--- config.mk ---
export PLATFORM = sky130hd
export DESIGN_NAME = cpu_fetch_seq
export DESIGN_NICKNAME = d
export VERILOG_FILES = /design/src/rtl/cpu_fetch_seq.sv
export SDC_FILE = /design/constraint.sdc
export NUM_CORES = 1
export LEC_CHECK = 0
export ABC_AREA = 0
export ABC_CLOCK_PERIOD_IN_PS = 8300
export BUFFER_PORTS_ARGS = -buffer_cell sky130_fd_sc_hd__buf_2
export CAP_MARGIN = 10
export CORE_ASPECT_RATIO = 1.75
export CORE_MARGIN = 4
export CORE_UTILIZATION = 58
export CTS_CLUSTER_SIZE = 10
export DETAILED_ROUTE_END_ITERATION = 10
export GPL_TIMING_DRIVEN = 1
export PLACE_DENSITY = 0.94
export SKIP_CTS_REPAIR_TIMING = 1
export SLEW_MARGIN = 5
export SYNTH_ARGS = -nofsm -noshare
export SYNTH_HDL_FRONTEND = slang
export SYNTH_SLANG_ARGS = --single-unit
--- constraint.sdc ---
create_clock -name clk_i -period 8.3 [get_ports clk_i]
set_input_delay 0.83 -clock clk_i [delete_from_list [all_inputs] [get_ports clk_i]]
set_output_delay 0.83 -clock clk_i [all_outputs]
set_load 0.01 [all_outputs]
--- src/rtl/cpu_fetch_seq.sv ---
// cpu_fetch_seq: fetch sequencer for the moxie front end.
// Owns the fetch PC and issues one 32-bit instruction read at a time over a
// request/ack port. Returned words go into the instruction FIFO. Redirects
// flush the FIFO, and a read that was already in flight is discarded.
module cpu_fetch_seq #(
  parameter logic [31:0] BOOT_ADDRESS = 32'h00001000,
  parameter logic [31:0] ADDR_STEP    = 32'd4
) (
  input  logic        clk_i,
  input  logic        rst_i,
  input  logic        stall_i,
  input  logic        branch_flag_i,
  input  logic [31:0] branch_target_i,
  input  logic        ififo_afull_i,
  output logic        ififo_wren_o,
  output logic [31:0] ififo_data_o,
  output logic        ififo_flush_o,
  output logic        mem_req_o,
  output logic [31:0] mem_addr_o,
  input  logic        mem_ack_i,
  input  logic [31:0] mem_data_i,
  output logic [31:0] pc_o,
  output logic        busy_o
);

  typedef enum logic [1:0] {
    ST_IDLE    = 2'd0,
    ST_REQ     = 2'd1,
    ST_DISCARD = 2'd2
  } state_t;

  state_t      state_reg,  state_next;
  logic [31:0] pc_reg,     pc_next;
  logic        req_reg,    req_next;
  logic [31:0] addr_reg,   addr_next;
  logic        wren_reg,   wren_next;
  logic [31:0] data_reg,   data_next;
  logic        flush_reg,  flush_next;
  logic [31:0] target_reg, target_next;
  logic        busy_reg,   busy_next;

  logic        can_issue;
  logic [31:0] pc_inc;

  // A new fetch may start only with a free pipeline, FIFO room and no redirect.
  assign can_issue = !stall_i && !ififo_afull_i && !branch_flag_i;
  // Wraps modulo 2^32 naturally.
  assign pc_inc    = pc_reg + ADDR_STEP;

  // State and output registers; reset drops the request immediately.
  always_ff @(posedge clk_i or posedge rst_i) begin
    if (rst_i) begin
      state_reg  <= ST_IDLE;
      pc_reg     <= BOOT_ADDRESS;
      req_reg    <= 1'b0;
      addr_reg   <= BOOT_ADDRESS;
      wren_reg   <= 1'b0;
      data_reg   <= 32'd0;
      flush_reg  <= 1'b0;
      target_reg <= 32'd0;
      busy_reg   <= 1'b0;
    end else begin
      state_reg  <= state_next;
      pc_reg     <= pc_next;
      req_reg    <= req_next;
      addr_reg   <= addr_next;
      wren_reg   <= wren_next;
      data_reg   <= data_next;
      flush_reg  <= flush_next;
      target_reg <= target_next;
      busy_reg   <= busy_next;
    end
  end

  // Next-state and next-output decode; strobes default low, everything else holds.
  always_comb begin
    state_next  = state_reg;
    pc_next     = pc_reg;
    req_next    = req_reg;
    addr_next   = addr_reg;
    wren_next   = 1'b0;
    data_next   = data_reg;
    flush_next  = 1'b0;
    target_next = target_reg;

    case (state_reg)
      ST_IDLE: begin
        if (branch_flag_i) begin
          pc_next    = branch_target_i;
          flush_next = 1'b1;
        end else if (can_issue) begin
          req_next   = 1'b1;
          addr_next  = pc_reg;
          state_next = ST_REQ;
        end
      end

      ST_REQ: begin
        if (branch_flag_i && mem_ack_i) begin
          // The word arriving now is stale: drop it and redirect at once.
          pc_next    = branch_target_i;
          flush_next = 1'b1;
          req_next   = 1'b0;
          state_next = ST_IDLE;
        end else if (branch_flag_i) begin
          // The request cannot be withdrawn, so wait for its ack and drop it.
          target_next = branch_target_i;
          flush_next  = 1'b1;
          state_next  = ST_DISCARD;
        end else if (mem_ack_i) begin
          wren_next = 1'b1;
          data_next = mem_data_i;
          pc_next   = pc_inc;
          if (can_issue) begin
            addr_next = pc_inc;
          end else begin
            req_next   = 1'b0;
            state_next = ST_IDLE;
          end
        end
      end

      ST_DISCARD: begin
        if (branch_flag_i) begin
          // The latest redirect wins, even in the same cycle as the ack.
          target_next = branch_target_i;
          flush_next  = 1'b1;
          if (mem_ack_i) begin
            pc_next    = branch_target_i;
            req_next   = 1'b0;
            state_next = ST_IDLE;
          end
        end else if (mem_ack_i) begin
          pc_next    = target_reg;
          req_next   = 1'b0;
          state_next = ST_IDLE;
        end
      end

      default: begin
        req_next   = 1'b0;
        state_next = ST_IDLE;
      end
    endcase

    busy_next = (state_next != ST_IDLE);
  end

  assign ififo_wren_o  = wren_reg;
  assign ififo_data_o  = data_reg;
  assign ififo_flush_o = flush_reg;
  assign mem_req_o     = req_reg;
  assign mem_addr_o    = addr_reg;
  assign pc_o          = pc_reg;
  assign busy_o        = busy_reg;

endmodule

# Yosys cells after proc, flatten, opt, wreduce, memory -nomap -nowiden
# Cells that the tools add are included.
[totals]
reg_bits = 134
in_bits = 70
out_inout_bits = 100
[classes]
add_sub_neg = 1
n_eq_ne = 13
n_mux = 41
bitwise = 2
n_reduce_logical = 17
[ops]
columns = ["op", "n"]
rows = [
  ["32-bit two-way mux", 15],
  ["32-bit case mux with 2 select lines", 2],
  ["32-bit case mux with 3 select lines", 1],
  ["32-bit by 3-bit adder with 32-bit output, second input constant", 1],
  ["2-bit != test, second input constant", 8],
  ["2-bit two-way mux", 7],
  ["1-bit two-way mux", 13],
  ["3-bit != test, second input constant", 3],
  ["7-bit AND reduction", 1],
  ["2-bit case mux with 3 select lines", 1],
  ["6-bit AND reduction", 1],
  ["2-bit nonzero test", 3],
  ["5-bit AND reduction", 1],
  ["4-bit AND reduction", 1],
  ["1-bit logical AND", 3],
  ["1-bit zero test", 3],
  ["1-bit case mux with 3 select lines", 1],
  ["3-bit nonzero test", 1],
  ["2-bit by 1-bit equality test with 1-bit output, second input constant", 1],
  ["2-bit equality test, second input constant", 1],
  ["2-bit zero test", 1],
  ["1-bit inverter", 2],
  ["1-bit case mux with 2 select lines", 1],
  ["2-bit AND reduction", 1],
  ["2-bit OR reduction", 1],
]

# Logic depth before layout (Yosys ltp)
# Gate-level depths: netlist (run 1).
[depth]
depth_word = 9
depth_mapped = 10

# Least setup slack after synthesis (run 1)
# No wires, ideal clock.
[synth_path]
kind = "in2reg"
startpoint = "in branch_flag_i"
endpoint = "reg pc_reg[28], in the netlist pc_o[28]"
setup_time_ps = 131
arrival_time_ps = 2076
slack_ps = 6093
cell_stages = 6
path_buffers = 2
path_cell_list = "clkbuf_1 nor2b_1 nor3_1 clkbuf_1 o21ai_0 o2bb2ai_1"
[synth_via]
elab_chain_len = 3
[synth_lines]
columns = ["item", "line", "text"]
rows = [
  ["start, declared", "12", "input logic branch_flag_i,"],
  ["1-bit logical AND", "99", "if (branch_flag_i && mem_ack_i) begin"],
  ["3-bit != test (no line) / 32-bit two-way mux (equally long branches)", "--", ""],
  ["5-bit AND reduction (no line) / 32-bit case mux with 3 select lines (equally long branches)", "--", ""],
  ["end signal, assigned", "64", "pc_reg <= pc_next;"],
  ["end, declared", "33", "logic [31:0] pc_reg, pc_next;"],
]
# Parallel ways exist; a longest one is shown, timed or not.
# A chain may end at the register's enable or synchronous reset.

# Final worst setup path (run 1)
[layout_path]
startpoint = "reg state_reg[1]"
endpoint = "reg pc_reg[11], in the netlist pc_o[11]"
[layout_via]
elab_chain_len = 3
[layout_lines]
columns = ["item", "line", "text"]
rows = [
  ["start, declared", "32", "state_t state_reg, state_next;"],
  ["start signal, assigned", "63", "state_reg <= state_next;"],
  ["2-bit by 1-bit equality test with 1-bit output, or another cell as far along", "86", "case (state_reg)"],
  ["3-bit != test (no line), or another cell as far along", "--", ""],
  ["5-bit AND reduction (no line)", "--", ""],
]
# Parallel ways exist; a longest one is shown, timed or not.

==> flow_summary.toml, run 1 <==
[outcome]
status = "finished, final reports clean"

[critical_path]
worst_r2r_path_depth = 8
cp.required_ns = 8.62
critPathBufInv = 3
crit_family = "buffers and inverters"
cp.arrival_ns = 3.69
startpoint_type = "register"
cpPeakStageDelay_ns = 0.82
crit_type = "reg -> reg"
crit_path_end_kind = "register"
cp_max_fo = 26
critical_path.slowest_cell = "ha_1"
path_cells = "inv_1 > ha_1 > clkinv_1 > nor3_2 > buf_4 > a221o_1 > a311oi_1 > nor3_1"
critical_path_cell_count = 8

[floorplanning]
dieArea_um2 = 13900
die_h_um = 153
core_um2 = 11600
initial_core_util = 0.597
fp.dieW_um = 90.8
rows = 52
ios = 170

[clocking]
insertion_delay_ns = 0.43
path_clk_slew_ns = 0.06
cts_buffer_depth = 2
cts_inserted_buffers = 17
cts_tree = "done"
clock-root-buffer = "clkbuf_16"
htree_levels = 4
cts_num_sinks = 134

[pwr]
seq_power_share = 0.390
swShare = 0.405
p_leak_nw = 3.72
combPwrFrac = 0.393
ir_drop_v = 0.000265
p_sw_mw = 1.35
finalPower_mw = 3.33
power_frac_clock = 0.217
p_int_mw = 1.98
powerDensity_nw_per_um2 = 396

[grt]
grt_max_degree = 84
grt_pass1_vias = 6461
grt_pass1_wl_um = 32100
gr-total-overflow = 0
antenna_found_initial = 1
grt_usage = 0.291

[sta]
timing.fmax_ghz = 0.297
fin_crit_ns = 3.37
tightest_slew_ns = 1.18
maxSlewHeadroom = 0.208
tns_ns = 0
whs_ns = 0.492
worst_slack_ns = 4.93
final_max_slew_viol_count = 0
rsz0062_at_grt = "no"
fin_crit_sh = 0.406
hold_viol_final = 0
fin_skew_ns = 0.00940
setup_viol = 0

[routing]
vias = 6331
dr.pass1.iters = 6
routedWlPerCell_um = 20.3
remaining_drc_errors = 0
via_per_inst = 6.50
drtAntennaViolNets = 0
drt_iter0_markers = 667
wl_um = 19700

[synth]
synth_fa_ha_area_frac = 0.00900
synthFlopType = "dfrtp_1"
yosysWarnings = 0
async_reset_ff_frac = 1.00
synth_cells = 682
yosysTopAreaCell = "dfrtp_1"
synthTopCellsByArea = "dfrtp_1 (48%), mux2_2 (11%), nor2_1 (4.2%)"
syn_area_um2 = 6950
synth_compound_area_frac = 0.158
ys_seq_elements = 134
synth_top_area_share = 0.475
synth_xor_area_frac = 0.0403
synth_nets = 757
synthDistinctLibCells = 65
synth_mux_area_frac = 0.117
synth-edff-count = 0
ys_seq_area_frac = 0.483
synthSimpleGateAreaFrac = 0.153
syn_avg_cell_area_um2 = 10.2
synth_top_family_by_area = "compound AO/OA/AOI/OAI gates"

[finish]
finalNetCount = 900
area_growth_pct = 21.0
final_core_utilization = 0.722
drive_gt1_frac = 0.350

[worst_hold_path]
hold_class = "in -> async"

[placement]
hpwl_um = 13900
gp_congestion = 0.963
preCtsSetupSlack_ns = 5.18
portBuffers = 169

[run]
drv_cap = 0
-- cells by family after synthesis --
group,Yosys count
multiplexers,73
flip-flops,134
AND/OR/NAND/NOR,209
buffers and inverters,67
XOR/XNOR,32
AO/OA/AOI/OAI,162
adder cells (fa/ha/maj),5
-- power by group through the flow --
stage          sequential (mW)  clock [mW]  combinational, mW
2_1_floorplan             1.29           0              0.800
3_3_place_gp              1.27           0               1.25
3_5_place_dp              1.29           0               1.28
4_1_cts                   1.29       0.727               1.30
5_1_grt                   1.33       0.763               1.42
6_report                  1.30       0.721               1.31
-- placed cells by master (no fill, tap or decap), types with 5 or more instances in the layout --
cell type,instances
a21oi_1,48
a221o_1,10
a221oi_1,13
a22oi_1,8
a31oi_1,5
and3_1,7
buf_2,169
buf_4,7
clkbuf_16,17
clkinv_4,5
dfrtp_1,132
ha_1,5
inv_1,13
inv_6,5
mux2_2,66
mux2i_1,7
nand2_1,29
nand3_1,17
nand4_1,25
nor2_1,78
nor3_1,18
nor4_1,7
o211ai_1,6
o21a_1,5
o21ai_0,27
o31ai_1,5
xnor2_1,11
xor2_1,21
-- per-layer routing --
layer  vias up  track usage  wire [um]
li1       2795            -          -
met4         0        0.213       1200
met2       448        0.493      10200
met3       124       0.0723       1660
met1      2964        0.310       6700
met5         -            0          0
-- synth_stat cells, types with 5 or more instances --
master and number:
a21oi_1 49, ha_1 5, buf_1 5, o21a_1 5
mux2_2 66, xor2_1 21, clkbuf_1 29, and3_1 7
o211ai_1 6, a22oi_1 8, nand3_1 17, nor2_1 78
a31oi_1 5, nand2_1 29, dfrtp_1 132, nor3_1 20
o21ai_0 28, o31ai_1 5, a221o_1 10, nor4_1 7
xnor2_1 11, buf_2 15, inv_1 14, mux2i_1 7
nand4_1 25, a221oi_1 13
-- final timing paths --
kind,from,endpoint,slack (ns)
max,state_reg[1],pc_o[11],4.93
min,rst_i,ififo_data_o[2],0.49
max reg2reg,state_reg[1],pc_o[11],4.93
min reg2reg,target_reg[18],target_reg[18],0.50
max in group asynchronous,rst_i,pc_o[18],6.33
min in group clk_i,target_reg[18],target_reg[18],0.50
-- final cells by class --
type,instances,area (um^2)
Antenna cell,1,2.50
Clock inverter,15,145
Multi-Input combinational cell,481,3350
Clock buffer,17,425
Tap cell,135,169
Timing Repair Buffer,176,898
Fill cell,809,3240
Inverter,15,58.8
Sequential cell,134,3360
-- stage by stage --
step,cell area (um^2),instances
finish,8410,974
detailed placement,7840,941
floorplan,6950,682
CTS,8410,973
global placement,7840,941
global route,8410,974
(Power assumes the default switching activity.)
==> run 2, diff against run 1 <==
--- a/config.mk
+++ b/config.mk
@@ -6,16 +6,16 @@
 export NUM_CORES = 1
 export LEC_CHECK = 0
 export ABC_AREA = 0
-export ABC_CLOCK_PERIOD_IN_PS = 8300
+export ABC_CLOCK_PERIOD_IN_PS = 2750
 export BUFFER_PORTS_ARGS = -buffer_cell sky130_fd_sc_hd__buf_2
 export CAP_MARGIN = 10
 export CORE_ASPECT_RATIO = 1.75
 export CORE_MARGIN = 4
-export CORE_UTILIZATION = 58
+export CORE_UTILIZATION = 49
 export CTS_CLUSTER_SIZE = 10
 export DETAILED_ROUTE_END_ITERATION = 10
 export GPL_TIMING_DRIVEN = 1
-export PLACE_DENSITY = 0.94
+export PLACE_DENSITY = 0.85
 export SKIP_CTS_REPAIR_TIMING = 1
 export SLEW_MARGIN = 5
 export SYNTH_ARGS = -nofsm -noshare
==> constraint.sdc (replaced) <==
create_clock -name clk_i -period 2.75 [get_ports clk_i]
set_input_delay 0.275 -clock clk_i [delete_from_list [all_inputs] [get_ports clk_i]]
set_output_delay 0.275 -clock clk_i [all_outputs]
set_load 0.01 [all_outputs]
==> run 2 against run 1 <==
Net effect:
- cell area is 3.0% higher
- largest power group unchanged
- flip-flop and latch count unchanged
- critical endpoint is now pc_o[26]
- largest cell class unchanged
- first-iteration DRC count is 13% lower
- cell count grew 6.2%
- non-clock buffer count increased by 18
- register-to-register slack lost 4.6 ns
- sequential power grew to 3.0 times the previous value
- wire length fell by 0.82%
- global-route usage fell by 4.5 points
==> flow_summary.toml, run 2 (synthesis results as in run 1) <==
[placement]
gp_congestion = 0.879
portBuffers = 169
hpwl_um = 14700
dp_cells = 1000

[critical_path]
cp.arrival_ns = 2.77
cp_max_fo = 12
critPathBufInv = 0
critical_path_cell_count = 5
cpPeakStageDelay_ns = 0.62
r2r-start = "pc_o[9]"
regToRegSetupSlack_ns = 0.33
critical_path.slowest_cell = "dfrtp_1"
worst_r2r_path_depth = 5
startpoint = "pc_o[9]"
startpoint_type = "register"
crit_end = "pc_o[26]"
path_cells = "nand4_4 > nor4_4 > nand3_1 > o41ai_1 > a22o_1"
crit_path_end_kind = "register"
crit_family = "simple AND/OR/NAND/NOR gates"
cp.required_ns = 3.10
crit_type = "reg -> reg"
timing.rr.end = "pc_o[26]"

[grt]
gr-total-overflow = 0
grt_usage = 0.245
antenna_found_initial = 2
grt_pass1_vias = 6244
grt_max_degree = 55
grt_pass1_wl_um = 31900

[finish]
mostFrequentLayoutCell = "buf_2"
final_core_utilization = 0.623
drive_gt1_frac = 0.358
area_growth_pct = 24.6
num-fill-cells = 1175
finalNetCount = 918
seq_area_um2 = 3360
mostFrequentLayoutCells = "buf_2 (169), dfrtp_1 (132), nor2_1 (78), mux2_2 (66), a21oi_1 (48)"
multi_input_area_um2 = 3340
fin_cells = 1034

[pwr]
p_leak_nw = 3.83
ir_drop_v = 0.000600
finalPower_mw = 10.2
powerDensity_nw_per_um2 = 1180

[sta]
tns_ns = 0
tightest_slew_ns = 0.614
fin_skew_ns = 0.00727
maxSlewHeadroom = 0.590
final_max_slew_viol_count = 0
rsz0062_at_grt = "no"
fin_crit_ns = 2.42
hold_viol_final = 0
fin_crit_sh = 0.881
setup_viol = 0
timing.fmax_ghz = 0.413

[floorplanning]
core_um2 = 13900
initial_core_util = 0.500
rows = 57
fp.dieW_um = 98.0
ios = 170
die_h_um = 166
dieArea_um2 = 16200

[routing]
drtAntennaViolNets = 0
remaining_drc_errors = 0
drt_iter0_markers = 583
wl_um = 19600
vias = 6156
dr.pass1.iters = 5
via_per_inst = 5.95
routedWlPerCell_um = 18.9

[clocking]
htree_levels = 4
cts_tree = "done"
path_clk_slew_ns = 0.06
cts_num_sinks = 134
insertion_delay_ns = 0.41
cts_inserted_buffers = 17
clock-root-buffer = "clkbuf_16"
cts_buffer_depth = 2

[worst_hold_path]
hold_path_startpoint = "mem_data_i[29]"
hold_class = "in -> reg"

[run]
drv_cap = 0

[outcome]
status = "finished, final reports clean"
-- run 2: worst register-to-register path, stage by stage, from the launching register on --
cell	delay [ns]
dfrtp_1	0.62
nand4_4	0.27
nor4_4	0.61
nand3_1	0.25
o41ai_1	0.42
a22o_1	0.18
-- run 2: final cells by class --
class / instances / area share
inverter: 15 / 0.00694
multi-input combinational: 481 / 0.386
antenna: 2 / 0.000578
timing repair buffer: 194 / 0.123
clock inverter: 12 / 0.0208
clock buffer: 19 / 0.0500
sequential: 134 / 0.388
tap: 177 / 0.0256
-- run 2: metrics by stage --
stage | instance area (um^2) | setup WS (ns) | hold slack [ns]
floorplan | 6950 | 0.615 | 0.412
global placement | 8030 | 0.467 | 0.277
detailed placement | 8030 | 0.343 | 0.278
CTS | 8640 | 0.343 | -0.153
global route | 8660 | 0.0995 | 0.0822
finish | 8660 | 0.327 | 0.0900
-- run 2: routing by layer --
metal	part of all wire	track usage	wire, um	vias up
met5	0	0	0	-
met4	0.059	0.156	1160	0
met3	0.054	0.0446	1060	77
met2	0.53	0.431	10300	279
met1	0.36	0.272	7050	2969
li1	-	-	-	2831
-- run 2: worst min-delay path by stage --
stage                             endpoint  slack (ns)  cells after the start
after floorplan                    pc_o[8]        0.41                      2
after global placement            pc_o[30]        0.28                      2
after detailed placement          pc_o[31]        0.28                      2
after CTS                 ififo_data_o[11]       -0.15                      2
after global routing       ififo_data_o[0]        0.08                      2
final                     ififo_data_o[29]        0.09                      2
-- run 2: report_power, final --
part	internal (mW)	switching, mW
Combinational	1.83	2.21
Sequential	2.96	0.898
Clock	1.51	0.839
Total	6.30	3.94
==> run 3, diff against run 2 <==
--- a/config.mk
+++ b/config.mk
@@ -5,17 +5,17 @@
 export SDC_FILE = /design/constraint.sdc
 export NUM_CORES = 1
 export LEC_CHECK = 0
-export ABC_AREA = 0
+export ABC_AREA = 1
 export ABC_CLOCK_PERIOD_IN_PS = 2750
-export BUFFER_PORTS_ARGS = -buffer_cell sky130_fd_sc_hd__buf_2
 export CAP_MARGIN = 10
 export CORE_ASPECT_RATIO = 1.75
 export CORE_MARGIN = 4
-export CORE_UTILIZATION = 49
+export CORE_UTILIZATION = 58
 export CTS_CLUSTER_SIZE = 10
 export DETAILED_ROUTE_END_ITERATION = 10
+export DONT_BUFFER_PORTS = 1
 export GPL_TIMING_DRIVEN = 1
-export PLACE_DENSITY = 0.85
+export PLACE_DENSITY = 0.76
 export SKIP_CTS_REPAIR_TIMING = 1
 export SLEW_MARGIN = 5
 export SYNTH_ARGS = -nofsm -noshare
==> run 3 against run 2 <==
Net effect:
- the run now ends with hold timing left
- flip-flop and latch count is the same
- clock power increased by 6%
- wire length is 7.8% higher
- clock-buffer cell count is 2 higher
==> flow_summary.toml, run 3 <==
[critical_path]
crit_family = "compound AO/OA/AOI/OAI gates"
cp.required_ns = 3.02
cp_max_fo = 18
critical_path.slowest_cell = "a221oi_1"
cp.arrival_ns = 2.64
critPathBufInv = 2
path_cells = "inv_1 > ha_1 > buf_4 > nand2_1 > a221oi_1 > a21oi_1"
crit_path_end_kind = "register"
crit_type = "reg -> reg"
cpPeakStageDelay_ns = 0.57
startpoint_type = "register"

[sta]
timing.fmax_ghz = 0.423
worst_slack_ns = 0.383
hold_viol_final = 2
whs_ns = -0.0215
fin_skew_ns = 0.00752
maxSlewHeadroom = 0.420
rsz0062_at_grt = "no"
fin_crit_sh = 0.861
tightest_slew_ns = 0.869
tns_ns = 0
final_max_slew_viol_count = 0
fin_crit_ns = 2.37
setup_viol = 0

[finish]
mostFrequentLayoutCell = "nand2_1"
area_growth_pct = 15.4
mostFrequentLayoutCells = "nand2_1 (378), dfrtp_1 (132), nor2_1 (115), a21oi_1 (90), o21ai_0 (75)"
finalNetCount = 1117
drive_gt1_frac = 0.0682
diodes = 0
final_core_utilization = 0.678

[synth]
syn_area_um2 = 7310
synthTopCellsByArea = "dfrtp_1 (45%), nand2_1 (19%), a21oi_1 (6.2%)"
synth_cells = 1024
synthDistinctLibCells = 41
synth.most_common_cell = "nand2_1"
async_reset_ff_frac = 1.00
synth-edff-count = 0
synth_nets = 1099
synth_commonest_cells = "nand2_1 (378), dfrtp_1 (132), nor2_1 (115), a21oi_1 (90), o21ai_0 (75)"
yosysTopAreaCell = "dfrtp_1"
yosysWarnings = 0
ys_seq_area_frac = 0.459
ys_seq_elements = 134
synth_top_area_share = 0.452
syn_avg_cell_area_um2 = 7.13
synthFlopType = "dfrtp_1"

[grt]
grt_pass1_wl_um = 33700
grt_util_met1 = 0.348
grt_pass1_vias = 6547
use_met2 = 0.488
use_met3 = 0.0722
grt_max_degree = 52
grt.busiest_layer = "met2"
gr-total-overflow = 0
antenna_found_initial = 0
grt_usage = 0.295

[clocking]
cts_tree = "done"
htree_levels = 4
path_clk_slew_ns = 0.06
cts_inserted_buffers = 17
cts_num_sinks = 134
clock-root-buffer = "clkbuf_16"
insertion_delay_ns = 0.42
cts_buffer_depth = 2

[routing]
routedWlPerCell_um = 17.3
wl_um = 21100
dr.pass1.iters = 5
drtAntennaViolNets = 0
drt_iter0_markers = 512
via_per_inst = 5.62
vias = 6871
remaining_drc_errors = 0

[pwr]
p_leak_nw = 3.98
powerDensity_nw_per_um2 = 1210
ir_drop_v = 0.000686

[floorplanning]
dieArea_um2 = 14500
fp.dieW_um = 92.8
core_um2 = 12400
die_h_um = 156
initial_core_util = 0.588
ios = 170
rows = 54

[outcome]
violations = "hold timing"
status = "finished with violations"

[placement]
portBuffers = 0
hpwl_um = 15100
preCtsSetupSlack_ns = 0.455
gp_congestion = 0.964

[run]
drv_cap = 0

[worst_hold_path]
hold_class = "in -> reg"
-- run 3: changes by cell type in the layout (fill, tap and decap cells not counted), moves of 30 or more --
cell / change
a21oi_1: +42
buf_2: -169
dlygate4sd3_1: +30
inv_1: +57
mux2_2: -66
nand2_1: +349
nor2_1: +37
o21ai_0: +48
-- run 3: metal layers --
| metal | up-vias | share of wire | wire, um |
|---|---|---|---|
| met5 | - | 0 | 0 |
| met4 | 0 | 0.050 | 1050 |
| li1 | 3299 | - | - |
| met3 | 66 | 0.076 | 1610 |
| met2 | 321 | 0.50 | 10500 |
| met1 | 3185 | 0.38 | 7940 |
-- run 3: final cells by class --
| class | count | area [um^2] |
|---|---|---|
| Clock buffer | 21 | 470 |
| Clock inverter | 11 | 170 |
| Fill cell | 1094 | 4000 |
| Inverter | 77 | 293 |
| Multi-Input combinational cell | 765 | 3450 |
| Sequential cell | 134 | 3360 |
| Tap cell | 168 | 210 |
| Timing Repair Buffer | 47 | 480 |
-- run 3: power by group --
part	leakage, nW	switching [mW]	internal, mW
clock	0.306	0.882	1.59
combinational	2.06	2.34	1.23
sequential	1.62	1.26	2.93
total	3.98	4.48	5.75
-- run 3: cells by family after synthesis --
| logic type | count (synthesis) | share of synthesized area |
|---|---|---|
| fa+ha+maj | 5 | 0.00856 |
| flops | 134 | 0.459 |
| compound gates | 198 | 0.145 |
| xor+xnor | 14 | 0.0168 |
| mux | 2 | 0.00274 |
| buf+inv | 125 | 0.0697 |
| simple gates | 546 | 0.298 |
-- run 3: worst paths after layout --
| check | slack [ns] | to | cells after the start | from |
|---|---|---|---|---|
| worst max-delay path | 0.38 | pc_o[7] | 6 | state_reg[0] |
| worst min-delay path | -0.02 | ififo_data_o[29] | 2 | mem_data_i[29] |
| worst max register to register | 0.38 | pc_o[7] | 6 | state_reg[0] |
| worst min register to register | 0.54 | target_reg[20] | 2 | target_reg[20] |
| max in group asynchronous | 1.54 | pc_o[12] | 3 | rst_i |
| min in group asynchronous | 0.51 | mem_addr_o[2] | 2 | rst_i |
-- run 3: metrics by stage --
step                cells  instance area (um^2)  total power [mW]  hold WS (ns)
floorplan            1024                  7310              6.62         0.385
global placement     1160                  7480              7.57         0.356
global route         1223                  8430              11.0      0.000179
CTS                  1192                  8120              10.2       -0.0824
finish               1223                  8430              10.2       -0.0215
detailed placement   1160                  7480              7.66         0.366
